**config.mk**
```make
export PLATFORM = sky130hd
export DESIGN_NAME = cache_req_ctrl_flat
export DESIGN_NICKNAME = d
export VERILOG_FILES = /design/src/rtl/cache_pkg.sv /design/src/rtl/cache_req_ctrl_if.sv /design/src/rtl/cache_addr_decode.sv /design/src/rtl/cache_req_ctrl.sv /design/src/flat_wrapper.sv
export SDC_FILE = /design/constraint.sdc
export NUM_CORES = 1
export LEC_CHECK = 0
export CORE_AREA = 2 2 170 172
export CTS_BUF_LIST = sky130_fd_sc_hd__clkbuf_4
export CTS_CLUSTER_SIZE = 40
export DETAILED_ROUTE_END_ITERATION = 12
export DIE_AREA = 0 0 172 174
export GPL_ROUTABILITY_DRIVEN = 0
export PLACE_DENSITY_LB_ADDON = 0.15
export SLEW_MARGIN = 20
export SYNTH_ARGS = -nofsm -noshare
export SYNTH_HDL_FRONTEND = slang
export SYNTH_SLANG_ARGS = --single-unit
export TNS_END_PERCENT = 20
```
**constraint.sdc**
```tcl
create_clock -name clk -period 7.9 [get_ports clk]
set_clock_uncertainty 0.05 [all_clocks]
set_input_delay 2.37 -clock clk [delete_from_list [all_inputs] [get_ports clk]]
set_output_delay 2.37 -clock clk [all_outputs]
set_load 0.01 [all_outputs]
```
**src/rtl/cache_pkg.sv**
```systemverilog
// Shared definitions for cache request front-ends: address field layout,
// access-size encoding, controller states and size helpers.
package cache_pkg;

    localparam int TAG_W  = 24;
    localparam int SET_W  = 6;
    localparam int OFF_W  = 6;
    localparam int DATA_W = 64;

    typedef enum logic [1:0] {
        SZ_B = 2'd0,
        SZ_H = 2'd1,
        SZ_W = 2'd2,
        SZ_D = 2'd3
    } size_e;

    typedef enum logic [2:0] {
        S_IDLE,
        S_ISSUE,
        S_WAIT,
        S_FILL,
        S_FILL_WAIT,
        S_RESP
    } state_e;

    function automatic logic [3:0] size_bytes(input logic [1:0] size);
        return 4'd1 << size;
    endfunction

    function automatic logic [DATA_W-1:0] size_mask(input logic [1:0] size);
        case (size)
            SZ_B:    return 64'h0000_0000_0000_00FF;
            SZ_H:    return 64'h0000_0000_0000_FFFF;
            SZ_W:    return 64'h0000_0000_FFFF_FFFF;
            default: return 64'hFFFF_FFFF_FFFF_FFFF;
        endcase
    endfunction

endpackage

```
**src/rtl/cache_req_ctrl_if.sv**
```systemverilog
// CPU request/response handshake plus the set-array control bus.
interface cache_req_ctrl_if #(
    parameter int ADDR_W = 36
);
    logic              req_valid;
    logic              req_ready;
    logic              req_write;
    logic [ADDR_W-1:0] req_addr;
    logic [1:0]        req_size;
    logic [63:0]       req_wdata;

    logic              resp_valid;
    logic              resp_ready;
    logic [63:0]       resp_rdata;
    logic              resp_miss;
    logic              resp_err;

    logic              set_enable;
    logic              set_write_enable;
    logic              set_force_write;
    logic [23:0]       set_tag;
    logic [5:0]        set_idx;
    logic [5:0]        set_offset;
    logic [1:0]        set_size;
    logic [63:0]       set_wdata;
    logic [31:0]       set_n_ops;
    logic              set_op_done;
    logic              set_data_ready;
    logic              set_read_miss;
    logic              set_write_miss;
    logic [127:0]      set_out_data;

    // Controller side
    modport slave (
        input  req_valid, req_write, req_addr, req_size, req_wdata, resp_ready,
               set_op_done, set_data_ready, set_read_miss, set_write_miss, set_out_data,
        output req_ready, resp_valid, resp_rdata, resp_miss, resp_err,
               set_enable, set_write_enable, set_force_write, set_tag, set_idx,
               set_offset, set_size, set_wdata, set_n_ops
    );

    // CPU + set-array side
    modport master (
        output req_valid, req_write, req_addr, req_size, req_wdata, resp_ready,
               set_op_done, set_data_ready, set_read_miss, set_write_miss, set_out_data,
        input  req_ready, resp_valid, resp_rdata, resp_miss, resp_err,
               set_enable, set_write_enable, set_force_write, set_tag, set_idx,
               set_offset, set_size, set_wdata, set_n_ops
    );
endinterface

```
**src/rtl/cache_addr_decode.sv**
```systemverilog
// Splits a byte address into tag/set/offset and flags accesses that are
// not naturally aligned or that run past the end of the line.
module cache_addr_decode
    import cache_pkg::*;
#(
    parameter int ADDR_W = 36
) (
    input  logic [ADDR_W-1:0] addr,
    input  logic [1:0]        size,
    output logic [TAG_W-1:0]  tag,
    output logic [SET_W-1:0]  set_idx,
    output logic [OFF_W-1:0]  offset,
    output logic              misaligned
);
    localparam int SPAN_W = OFF_W + 1;

    logic [3:0]        nbytes;
    logic [SPAN_W-1:0] span_end;

    assign nbytes   = size_bytes(size);
    assign tag      = addr[OFF_W+SET_W +: TAG_W];
    assign set_idx  = addr[OFF_W +: SET_W];
    assign offset   = addr[OFF_W-1:0];
    assign span_end = {1'b0, offset} + SPAN_W'(nbytes);

    assign misaligned = ((offset & OFF_W'(nbytes - 4'd1)) != '0)
                     || (span_end > SPAN_W'(1 << OFF_W));
endmodule

```
**src/rtl/cache_req_ctrl.sv**
```systemverilog
// Single-outstanding request front-end for one cache set array, with
// write-allocate on store miss and a per-operation completion timeout.
module cache_req_ctrl
    import cache_pkg::*;
#(
    parameter int ADDR_W  = 36,
    parameter int TIMEOUT = 16
) (
    input  logic           clk,
    input  logic           rst,
    cache_req_ctrl_if.slave bus
);
    localparam int TMO_W = $clog2(TIMEOUT + 1);

    state_e             state, state_nx;
    logic               wr_q;
    logic [TAG_W-1:0]   tag_q;
    logic [SET_W-1:0]   set_q;
    logic [OFF_W-1:0]   off_q;
    logic [1:0]         size_q;
    logic [DATA_W-1:0]  wdata_q;
    logic [DATA_W-1:0]  rdata_q, rdata_nx;
    logic               miss_q, miss_nx, err_q, err_nx;
    logic [TMO_W-1:0]   tmo_q, tmo_nx;
    logic [31:0]        n_ops_q;

    logic [TAG_W-1:0]   dec_tag;
    logic [SET_W-1:0]   dec_set;
    logic [OFF_W-1:0]   dec_off;
    logic               dec_misaligned;
    logic               accept;
    logic               tmo_hit;
    logic               unused_hi;

    cache_addr_decode #(.ADDR_W(ADDR_W)) u_dec (
        .addr       (bus.req_addr),
        .size       (bus.req_size),
        .tag        (dec_tag),
        .set_idx    (dec_set),
        .offset     (dec_off),
        .misaligned (dec_misaligned)
    );

    assign accept    = bus.req_valid & bus.req_ready;
    assign tmo_hit   = (tmo_q == TMO_W'(TIMEOUT - 1));
    assign unused_hi = ^bus.set_out_data[127:64];

    always_comb begin
        state_nx = state;
        rdata_nx = rdata_q;
        miss_nx  = miss_q;
        err_nx   = err_q;
        tmo_nx   = tmo_q;
        case (state)
            S_IDLE: if (accept) begin
                rdata_nx = '0;
                miss_nx  = 1'b0;
                err_nx   = dec_misaligned;
                state_nx = dec_misaligned ? S_RESP : S_ISSUE;
            end
            S_ISSUE: begin
                tmo_nx   = '0;
                state_nx = S_WAIT;
            end
            S_WAIT: begin
                if (bus.set_op_done) begin
                    state_nx = S_RESP;
                    if (bus.set_read_miss && bus.set_write_miss) begin
                        err_nx = 1'b1;
                    end else if (bus.set_read_miss) begin
                        miss_nx = 1'b1;
                    end else if (bus.set_write_miss && wr_q) begin
                        state_nx = S_FILL;
                    end else if (!wr_q && bus.set_data_ready) begin
                        rdata_nx = bus.set_out_data[DATA_W-1:0] & size_mask(size_q);
                    end
                end else if (tmo_hit) begin
                    err_nx   = 1'b1;
                    state_nx = S_RESP;
                end else begin
                    tmo_nx = tmo_q + 1'b1;
                end
            end
            S_FILL: begin
                tmo_nx   = '0;
                state_nx = S_FILL_WAIT;
            end
            S_FILL_WAIT: begin
                // A forced write that still misses means the array is wedged.
                if (bus.set_op_done) begin
                    err_nx   = bus.set_write_miss;
                    state_nx = S_RESP;
                end else if (tmo_hit) begin
                    err_nx   = 1'b1;
                    state_nx = S_RESP;
                end else begin
                    tmo_nx = tmo_q + 1'b1;
                end
            end
            S_RESP: if (bus.resp_ready) state_nx = S_IDLE;
            default: state_nx = S_IDLE;
        endcase
    end

    always_ff @(posedge clk or posedge rst) begin
        if (rst) begin
            state   <= S_IDLE;
            wr_q    <= 1'b0;
            tag_q   <= '0;
            set_q   <= '0;
            off_q   <= '0;
            size_q  <= '0;
            wdata_q <= '0;
            rdata_q <= '0;
            miss_q  <= 1'b0;
            err_q   <= 1'b0;
            tmo_q   <= '0;
            n_ops_q <= '0;
        end else begin
            state   <= state_nx;
            rdata_q <= rdata_nx;
            miss_q  <= miss_nx;
            err_q   <= err_nx;
            tmo_q   <= tmo_nx;
            if (accept) begin
                wr_q    <= bus.req_write;
                tag_q   <= dec_tag;
                set_q   <= dec_set;
                off_q   <= dec_off;
                size_q  <= bus.req_size;
                wdata_q <= bus.req_wdata;
            end
            if (state == S_ISSUE || state == S_FILL) n_ops_q <= n_ops_q + 32'd1;
        end
    end

    // Set controls decode straight from state so reset drops them at once.
    assign bus.req_ready        = (state == S_IDLE) & ~rst;
    assign bus.set_enable       = (state == S_ISSUE) || (state == S_FILL);
    assign bus.set_write_enable = (state == S_ISSUE) & wr_q;
    assign bus.set_force_write  = (state == S_FILL);
    assign bus.set_tag          = tag_q;
    assign bus.set_idx          = set_q;
    assign bus.set_offset       = off_q;
    assign bus.set_size         = size_q;
    assign bus.set_wdata        = wdata_q;
    assign bus.set_n_ops        = n_ops_q;
    assign bus.resp_valid       = (state == S_RESP);
    assign bus.resp_rdata       = rdata_q;
    assign bus.resp_miss        = miss_q;
    assign bus.resp_err         = err_q;
endmodule

```
**src/flat_wrapper.sv**
```systemverilog
// flat-port wrapper written by rule: the top's interface ports become plain ports
module cache_req_ctrl_flat import cache_pkg::*;
#(
    parameter int ADDR_W  = 36,
    parameter int TIMEOUT = 16
)
  (clk, rst, bus_req_valid, bus_req_write, bus_req_addr, bus_req_size, bus_req_wdata, bus_resp_ready, bus_set_op_done, bus_set_data_ready, bus_set_read_miss, bus_set_write_miss, bus_set_out_data, bus_req_ready, bus_resp_valid, bus_resp_rdata, bus_resp_miss, bus_resp_err, bus_set_enable, bus_set_write_enable, bus_set_force_write, bus_set_tag, bus_set_idx, bus_set_offset, bus_set_size, bus_set_wdata, bus_set_n_ops);
  cache_req_ctrl_if #(.ADDR_W(ADDR_W)) bus_i ();
  input  logic clk;
  input  logic rst;
  input wire logic [$bits(bus_i.req_valid)-1:0] bus_req_valid;
  input wire logic [$bits(bus_i.req_write)-1:0] bus_req_write;
  input wire logic [$bits(bus_i.req_addr)-1:0] bus_req_addr;
  input wire logic [$bits(bus_i.req_size)-1:0] bus_req_size;
  input wire logic [$bits(bus_i.req_wdata)-1:0] bus_req_wdata;
  input wire logic [$bits(bus_i.resp_ready)-1:0] bus_resp_ready;
  input wire logic [$bits(bus_i.set_op_done)-1:0] bus_set_op_done;
  input wire logic [$bits(bus_i.set_data_ready)-1:0] bus_set_data_ready;
  input wire logic [$bits(bus_i.set_read_miss)-1:0] bus_set_read_miss;
  input wire logic [$bits(bus_i.set_write_miss)-1:0] bus_set_write_miss;
  input wire logic [$bits(bus_i.set_out_data)-1:0] bus_set_out_data;
  output wire logic [$bits(bus_i.req_ready)-1:0] bus_req_ready;
  output wire logic [$bits(bus_i.resp_valid)-1:0] bus_resp_valid;
  output wire logic [$bits(bus_i.resp_rdata)-1:0] bus_resp_rdata;
  output wire logic [$bits(bus_i.resp_miss)-1:0] bus_resp_miss;
  output wire logic [$bits(bus_i.resp_err)-1:0] bus_resp_err;
  output wire logic [$bits(bus_i.set_enable)-1:0] bus_set_enable;
  output wire logic [$bits(bus_i.set_write_enable)-1:0] bus_set_write_enable;
  output wire logic [$bits(bus_i.set_force_write)-1:0] bus_set_force_write;
  output wire logic [$bits(bus_i.set_tag)-1:0] bus_set_tag;
  output wire logic [$bits(bus_i.set_idx)-1:0] bus_set_idx;
  output wire logic [$bits(bus_i.set_offset)-1:0] bus_set_offset;
  output wire logic [$bits(bus_i.set_size)-1:0] bus_set_size;
  output wire logic [$bits(bus_i.set_wdata)-1:0] bus_set_wdata;
  output wire logic [$bits(bus_i.set_n_ops)-1:0] bus_set_n_ops;
  assign bus_i.req_valid = bus_req_valid;
  assign bus_i.req_write = bus_req_write;
  assign bus_i.req_addr = bus_req_addr;
  assign bus_i.req_size = bus_req_size;
  assign bus_i.req_wdata = bus_req_wdata;
  assign bus_i.resp_ready = bus_resp_ready;
  assign bus_i.set_op_done = bus_set_op_done;
  assign bus_i.set_data_ready = bus_set_data_ready;
  assign bus_i.set_read_miss = bus_set_read_miss;
  assign bus_i.set_write_miss = bus_set_write_miss;
  assign bus_i.set_out_data = bus_set_out_data;
  assign bus_req_ready = bus_i.req_ready;
  assign bus_resp_valid = bus_i.resp_valid;
  assign bus_resp_rdata = bus_i.resp_rdata;
  assign bus_resp_miss = bus_i.resp_miss;
  assign bus_resp_err = bus_i.resp_err;
  assign bus_set_enable = bus_i.set_enable;
  assign bus_set_write_enable = bus_i.set_write_enable;
  assign bus_set_force_write = bus_i.set_force_write;
  assign bus_set_tag = bus_i.set_tag;
  assign bus_set_idx = bus_i.set_idx;
  assign bus_set_offset = bus_i.set_offset;
  assign bus_set_size = bus_i.set_size;
  assign bus_set_wdata = bus_i.set_wdata;
  assign bus_set_n_ops = bus_i.set_n_ops;
  cache_req_ctrl #(.ADDR_W(ADDR_W), .TIMEOUT(TIMEOUT)) u_core (.clk(clk), .rst(rst), .bus(bus_i));
endmodule
```
# After elaboration in Yosys (flattened, before gate mapping)
# Index checks and enable logic that the tools add are counted.
# op_classes
add_sub_neg	4
n_lt_le_gt_ge	1
n_eq_ne	19
shift	1
muxes	38
bitwise_logic	6
reduce_logical	19
# op_table
operator	count
64-bit 2-to-1 mux	12
64-bit case mux with 3 select lines	1
64-bit case mux with 2 select lines	1
64-bit AND	1
32-bit by 1-bit adder with 32-bit output, second input constant	1
3-bit 2-to-1 mux	9
3-bit case mux with 6 select lines	1
2-bit != test, second input constant	8
5-bit 2-to-1 mux	2
5-bit case mux with 2 select lines	1
1-bit 2-to-1 mux	9
6-bit by 4-bit adder with 7-bit output	1
7-bit > comparator, second input constant	1
7-bit AND reduction	1
6-bit AND	1
3-bit by 2-bit == test with 1-bit output, second input constant	2
3-bit == test, second input constant	2
3-bit AND reduction	2
6-bit nonzero test	1
5-bit by 1-bit adder with 5-bit output, second input constant	1
5-bit by 4-bit == test with 1-bit output, second input constant	1
5-bit AND reduction	1
4-bit by 1-bit subtractor with 5-bit output, second input constant	1
2-bit by 1-bit != test with 1-bit output, second input constant	2
other kinds (18)	25
# totals
reg_bits	209
inputBits	239
elab_cells	100

# Depth between registers and ports, before layout
# logic_depth
depth_word	15
ltp_mapped	9
ltp_nobuf	8

# By module
# Synthesis repeated with hierarchy kept, for this count alone.
# hier_totals
hier_cells	972
hier_area_um2	9354.0
# by_module_without_submodules
mod	instances	cells_each	area_per_inst_um2	seq_area_each_um2
cache_req_ctrl	1	912	8866.0	5230.0
cache_addr_decode	1	60	488.0	0.0

# Least setup slack after synthesis
# OpenSTA, ideal clock, no wires.
# synth_timing
path_type	input to output
startpoint	input port rst
endpoint	output port bus_req_ready
arrival_time_ns	2.587
t_required_ns	5.480
slack_ns	2.893
stages	1
n_path_buf	0
cell_sequence	nor4_4
# synth_between
elab_chain_cells	2
# synth_rtl
element	line	text
start: declaration	flat_wrapper.sv:10	input logic rst;
1-bit NOT	cache_req_ctrl.sv:138	assign bus.req_ready = (state == S_IDLE) & ~rst;
1-bit AND	cache_req_ctrl.sv:138	
end: declaration	flat_wrapper.sv:22	output wire logic [$bits(bus_i.req_ready)-1:0] bus_req_ready;
# Every way passes these cells.

# Final worst setup path
# Ends and elaborated chain as after synthesis.

==> impl_metrics.env <==
export IMPL_cts_root_buf="clkbuf_4"
export IMPL_routed_wl_um=25400
export IMPL_antenna_found_initial=5
export IMPL_dp_cells=1444
export IMPL_dp_hpwl_um=17800
export IMPL_cap_violations=0
export IMPL_die_y_um=174
export IMPL_wl_per_cell_um=16.3
export IMPL_final_hold_violation_count=0
export IMPL_timing_final_crit_share_pct=78.0
export IMPL_crit_type="in -> out"
export IMPL_max_slew_margin_pct=34.7
export IMPL_grt_ovfl_total=0
export IMPL_fin_util_pct=47.9
export IMPL_vias_per_cell=4.44
export IMPL_status="completed"
export IMPL_synthArstFlopShare_pct=100
export IMPL_p_per_area_nw_per_um2=308
export IMPL_hold_path_class="reg -> reg"
export IMPL_synth_avg_cell_area_sq_um=12.2
export IMPL_rsz0062_at_grt="false"
export IMPL_syn_cell_area_sq_um=8640
export IMPL_finalSetupTns_ps=0
export IMPL_finalCriticalPeriod_ps=6160
export IMPL_synth_top_area_share_pct=60.6
export IMPL_die_w_um=172
export IMPL_cts_clk_slew_worst_paths_ps=60
export IMPL_layout_commonest_cell="clkdlybuf4s50_1"
export IMPL_cts_resized_gates=0
export IMPL_grt_pass1_vias=7252
export IMPL_cts_sinks=209
export IMPL_synth_fp_nets=957
export IMPL_path_max_fanout=4
export IMPL_setup_viol=0
export IMPL_ant_nets=0
export IMPL_cts_hold_fix_buffers=0
export IMPL_yosys_top_cells_area="dfrtp_1 (61%), mux2_2 (13%), nand2_1 (5.7%)"
export IMPL_synth_seq_cells=209
export IMPL_drv_slew=0
export IMPL_clkLatencyLatePin_ps=660
export IMPL_instances_no_fill=1555
export IMPL_core_sq_um=28200
export IMPL_yosys_warnings=0
export IMPL_areaGrowthSynthToFinish_pct=56.7
export IMPL_portBuffers=379
export IMPL_drive_above_1_share_pct=18.4
export IMPL_grt_start_max_net_pins=118
export IMPL_required_ps=5480
export IMPL_worstSetupEndpointType="output port"
export IMPL_netlist_top_cell_by_area="dfrtp_1"
export IMPL_vias=6911
export IMPL_arrival_ps=3740
export IMPL_postPlaceCellArea_sq_um=12800
export IMPL_synth_cells=708
export IMPL_ys_flop_type="dfrtp_1"
export IMPL_h_tree_depth=2
export IMPL_drc=0
export IMPL_clk_path_buf_depth=3
export IMPL_cts_buffers_inserted=59
export IMPL_cellLeakagePower_nw=6.04
export IMPL_fin_area_sq_um=13500
export IMPL_start_util_pct=30.6
export IMPL_start_kind="input port"
export IMPL_synth_cell_types=48
export IMPL_drt_iter0_markers=274
export IMPL_cts_tree="yes"
export IMPL_grt_pass1_wl_um=39000
export IMPL_die_area_sq_um=29900
export IMPL_yosysSeqAreaShare_pct=60.6
export IMPL_fmax_ghz=0.162
export IMPL_post_cts_buffers=0
export IMPL_ir_drop_mv=0.181
export IMPL_first_pass_iters=4
export IMPL_synth_edff_count=0
export IMPL_final_cell_mix="clkdlybuf4s50_1 (379), dfrtp_1 (209), nand2_1 (132)"
export IMPL_grt_usage_pct=16.5
export IMPL_worst_pin_slew_ps=979
export IMPL_nets=1370
export IMPL_num_io_pins=444
export IMPL_rows=62
==> cell usage after synthesis, drive strengths merged (3+ instances only) <==
cell type / number
a211oi: 3
a21oi: 5
a22o: 8
and2: 5
and3: 6
and4: 3
buf: 33
dfrtp: 209
ha: 9
inv: 12
mux2: 102
nand2: 133
nand3: 73
nand4: 11
nor2: 18
nor2b: 3
nor3: 5
nor4: 3
o21ai: 10
xnor2: 27
xor2: 8
==> metrics by stage <==
step	power, mW	hold WS (ps)	setup WS (ps)
after floorplan	2.32	419	2770
after global placement	3.23	398	1730
after detailed placement	3.24	405	1720
after CTS	4.27	418	1720
after global routing	4.46	433	1690
final	4.17	412	1740
==> power by group <==
group / total [mW] / internal, mW / switching [mW]
combinational: 1.59 / 0.930 / 0.661
clock: 0.975 / 0.516 / 0.459
sequential: 1.61 / 1.40 / 0.204
total: 4.17 / 2.85 / 1.32
==> worst max-delay path, stage by stage <==
cell	delay, ps
clkdlybuf4s50_1	520
nor4_4	250
clkdlybuf4s50_1	600
==> cell families after synthesis <==
kind of cell             count (synthesis)  synth area share (%)
AO/OA/AOI/OAI                           37                  2.93
AND/OR/NAND/NOR                        266                  14.8
flip-flops                             209                  60.6
XOR/XNOR                                35                  3.55
multiplexers                           104                  13.5
buffers and inverters                   47                  3.07
adder cells (fa/ha/maj)                 10                  1.54
==> layout make-up <==
class / count / area [sq um]
clock buffer: 90 / 676
inverter: 13 / 57.6
fill: 2676 / 14700
timing repair buffer: 386 / 3860
sequential: 209 / 5230
clock inverter: 18 / 67.6
multi-input combinational: 452 / 3160
antenna: 3 / 7.51
tap: 384 / 480
==> state kept, by name, summed over array words and instances, names as in the netlist, 2 cells and up <==
signal / flops
u_core.bus.set_tag: 24
u_core.state: 3
u_core.bus.set_offset: 6
u_core.bus.resp_rdata: 64
u_core.tmo_q: 5
u_core.bus.set_size: 2
u_core.bus.set_wdata: 64
u_core.bus.set_n_ops: 32
u_core.bus.set_idx: 6
==> path summary, 6_finish.rpt <==
kind	end	slack (ps)	cells after the start	startpoint
hold / removal	u_core.bus.resp_rdata[29]$_DFFE_PP0P_	410	2	u_core.bus.resp_rdata[29]$_DFFE_PP0P_
setup reg to reg	u_core.bus.resp_rdata[4]$_DFFE_PP0P_	5230	5	u_core.state[1]$_DFFE_PP0P_
min in group asynchronous	u_core.wr_q$_DFFE_PP0P_	2320	3	rst
max in group asynchronous	u_core.bus.resp_rdata[63]$_DFFE_PP0P_	4920	3	rst
hold reg to reg	u_core.bus.resp_rdata[29]$_DFFE_PP0P_	410	2	u_core.bus.resp_rdata[29]$_DFFE_PP0P_
setup / recovery	bus_req_ready	1740	3	rst
==> metal layers <==
metal | global-route usage [%] | share of wire (%) | vias up
met2 | 26.5 | 47 | 299
li1 | - | - | 3283
met1 | 19.3 | 39 | 3269
met4 | 6.06 | 2.4 | 4
met3 | 7.63 | 12 | 56
met5 | 0 | 0.083 | -
(Power assumes the default switching activity.)
==> variant: new RTL, config.mk and constraints unchanged <==
`TIMEOUT` is set to 16 in 2 places; all go to 32.
--- a/src/rtl/cache_req_ctrl.sv
+++ b/src/rtl/cache_req_ctrl.sv
@@ -4,7 +4,7 @@
     import cache_pkg::*;
 #(
     parameter int ADDR_W  = 36,
-    parameter int TIMEOUT = 16
+    parameter int TIMEOUT = 32
 ) (
     input  logic           clk,
     input  logic           rst,
--- a/src/flat_wrapper.sv
+++ b/src/flat_wrapper.sv
@@ -2,7 +2,7 @@
 module cache_req_ctrl_flat import cache_pkg::*;
 #(
     parameter int ADDR_W  = 36,
-    parameter int TIMEOUT = 16
+    parameter int TIMEOUT = 32
 )
   (clk, rst, bus_req_valid, bus_req_write, bus_req_addr, bus_req_size, bus_req_wdata, bus_resp_ready, bus_set_op_done, bus_set_data_ready, bus_set_read_miss, bus_set_write_miss, bus_set_out_data, bus_req_ready, bus_resp_valid, bus_resp_rdata, bus_resp_miss, bus_resp_err, bus_set_enable, bus_set_write_enable, bus_set_force_write, bus_set_tag, bus_set_idx, bus_set_offset, bus_set_size, bus_set_wdata, bus_set_n_ops);
   cache_req_ctrl_if #(.ADDR_W(ADDR_W)) bus_i ();
Formal check against the unedited RTL: same outputs for any inputs over 4 cycles, from zero or initial values and one cycle with rst high; that may be too few to reach the edited logic, so the function may still have changed.
==> variant against the unedited design <==
Routed wire length about the same; design area grew 0.40%; fmax fell by 1.6%; setup slack lost 100 ps; power shrank 5.8%; sequential share of layout area barely moved; sequential cell count is 1 higher; synthesized area up 0.23%; critical endpoint unchanged.
==> variant: results (changes against the unedited design) <==
FFs w/ async S/R, synth: 100% (unchanged)
Placed Area: 12900 um2 (was 12800 um2)
Distinct cells, synth: 52 (was 48)
Post-synth top cells: dfrtp_1 (210), nand2_1 (140), mux2_2 (102) (was dfrtp_1 (209), nand2_1 (132), mux2_2 (102))
pin count of the biggest net entering global routing: 140 (was 118)
first-pass GRT wire length: 39500 um (was 39000 um)
static leakage: 6.10 nW (was 6.04 nW)
Starting DRT DRC Count: 282 (was 274)
CTS Buf Count: 60 (was 59)
Max IR drop VDD: 0.000175 V (was 0.000181 V)
Nets: 1378 (was 1370)
H-tree Lvls: 2 (unchanged)
Resized Gates After CTS: 0 (unchanged)
dominant cells by area after synthesis: dfrtp_1 (61%), mux2_2 (13%), nand2_1 (6.1%) (was dfrtp_1 (61%), mux2_2 (13%), nand2_1 (5.7%))
Post-CTS Setup Bufs: 0 (unchanged)
Seq/Total Area, Yosys: 60.7% (was 60.6%)
Crit path arrival time: 3850 ps (was 3740 ps)
Yosys Warn Count: 0 (unchanged)
CP max FO: 4 (unchanged)
Global Route met1 Usage: 19.5% (was 19.3%)
worst slew pin tran: 943 ps (was 979 ps)
min-delay worst type: register to register (unchanged)
clk root buf: clkbuf_4 (unchanged)
Avg WL per Cell: 16.3 um (about the same)
DP Worst Slack: 1640 ps (was 1720 ps)
area fraction of the dominant cell type after synthesis: 60.7% (was 60.6%)
vias in the first global route: 7150 (was 7252)
hpwl dp: 17700 um (was 17800 um)
initial antenna violation count: 5 (unchanged)
Pre-Repair DR Iteration Count: 4 (unchanged)
met3 Usage GRT: 8.79% (was 7.63%)
clock-pin slew on the worst setup and hold paths: 50 ps
fraction of layout cells with a size suffix above 1: 18.3% (was 18.4%)
I/O Buffers: 379 (unchanged)
status: finished clean (unchanged)
GR Util met2: 26.3% (was 26.5%)
Syn Nets: 965 (was 957)
total track usage: 16.8% (was 16.5%)
Clk Latency, worst-skew pair: 660 ps (about the same)
CTS Buffer Depth: 3 (unchanged)
vias after detailed routing: 6944 (was 6911)
variant: report_power, final:
part,internal (mW),switching [mW]
combinational,0.840,0.552
sequential,1.38,0.191
clock,0.516,0.451
variant: stage by stage:
stage                     hold WS [ps]  std cells
after CTS                          417       1553
after floorplan                    430        717
after global routing               436       1554
after detailed placement           404       1452
after global placement             399       1452
final                              410       1558
variant: cells by family after synthesis:
kind of cell	Yosys count	share of synthesized area, %
simple gates	274	15.0
flops	210	60.7
xor+xnor	36	3.64
buf+inv	43	2.21
mux	104	13.5
compound gates	41	3.57
fa+ha+maj	9	1.39
variant: path summary, 6_finish.rpt:
check                                          start                         to  slack (ps)  cells after the start
setup / recovery                                 rst              bus_req_ready        1630                      3
hold / removal             u_core.bus.resp_rdata[10]  u_core.bus.resp_rdata[10]         410                      2
setup reg to reg                     u_core.state[0]     u_core.bus.set_tag[22]        5200                      4
hold reg to reg            u_core.bus.resp_rdata[10]  u_core.bus.resp_rdata[10]         410                      2
max in group asynchronous                        rst    u_core.bus.set_wdata[6]        4700                      3
min in group asynchronous                        rst            u_core.state[2]        2300                      3
variant: worst max-delay path, stage by stage:
cell,delay [ps]
clkdlybuf4s50_1,510
nor4_2,320
clkdlybuf4s50_1,640
variant: routing by layer:
layer | routed length [um] | up-vias
met4 | 713 | 4
met2 | 11600 | 303
met3 | 3130 | 57
met1 | 9910 | 3266
li1 | - | 3314
met5 | 23 | -
variant: cell type report:
type | instances | area, um2
Inverter | 9 | 37.5
Sequential cell | 210 | 5260
Timing Repair Buffer | 385 | 3850
Clock inverter | 10 | 40.0
Multi-Input combinational cell | 464 | 3230
Tap cell | 384 | 480
Clock buffer | 91 | 683
Fill cell | 2669 | 14600
Antenna cell | 5 | 12.5
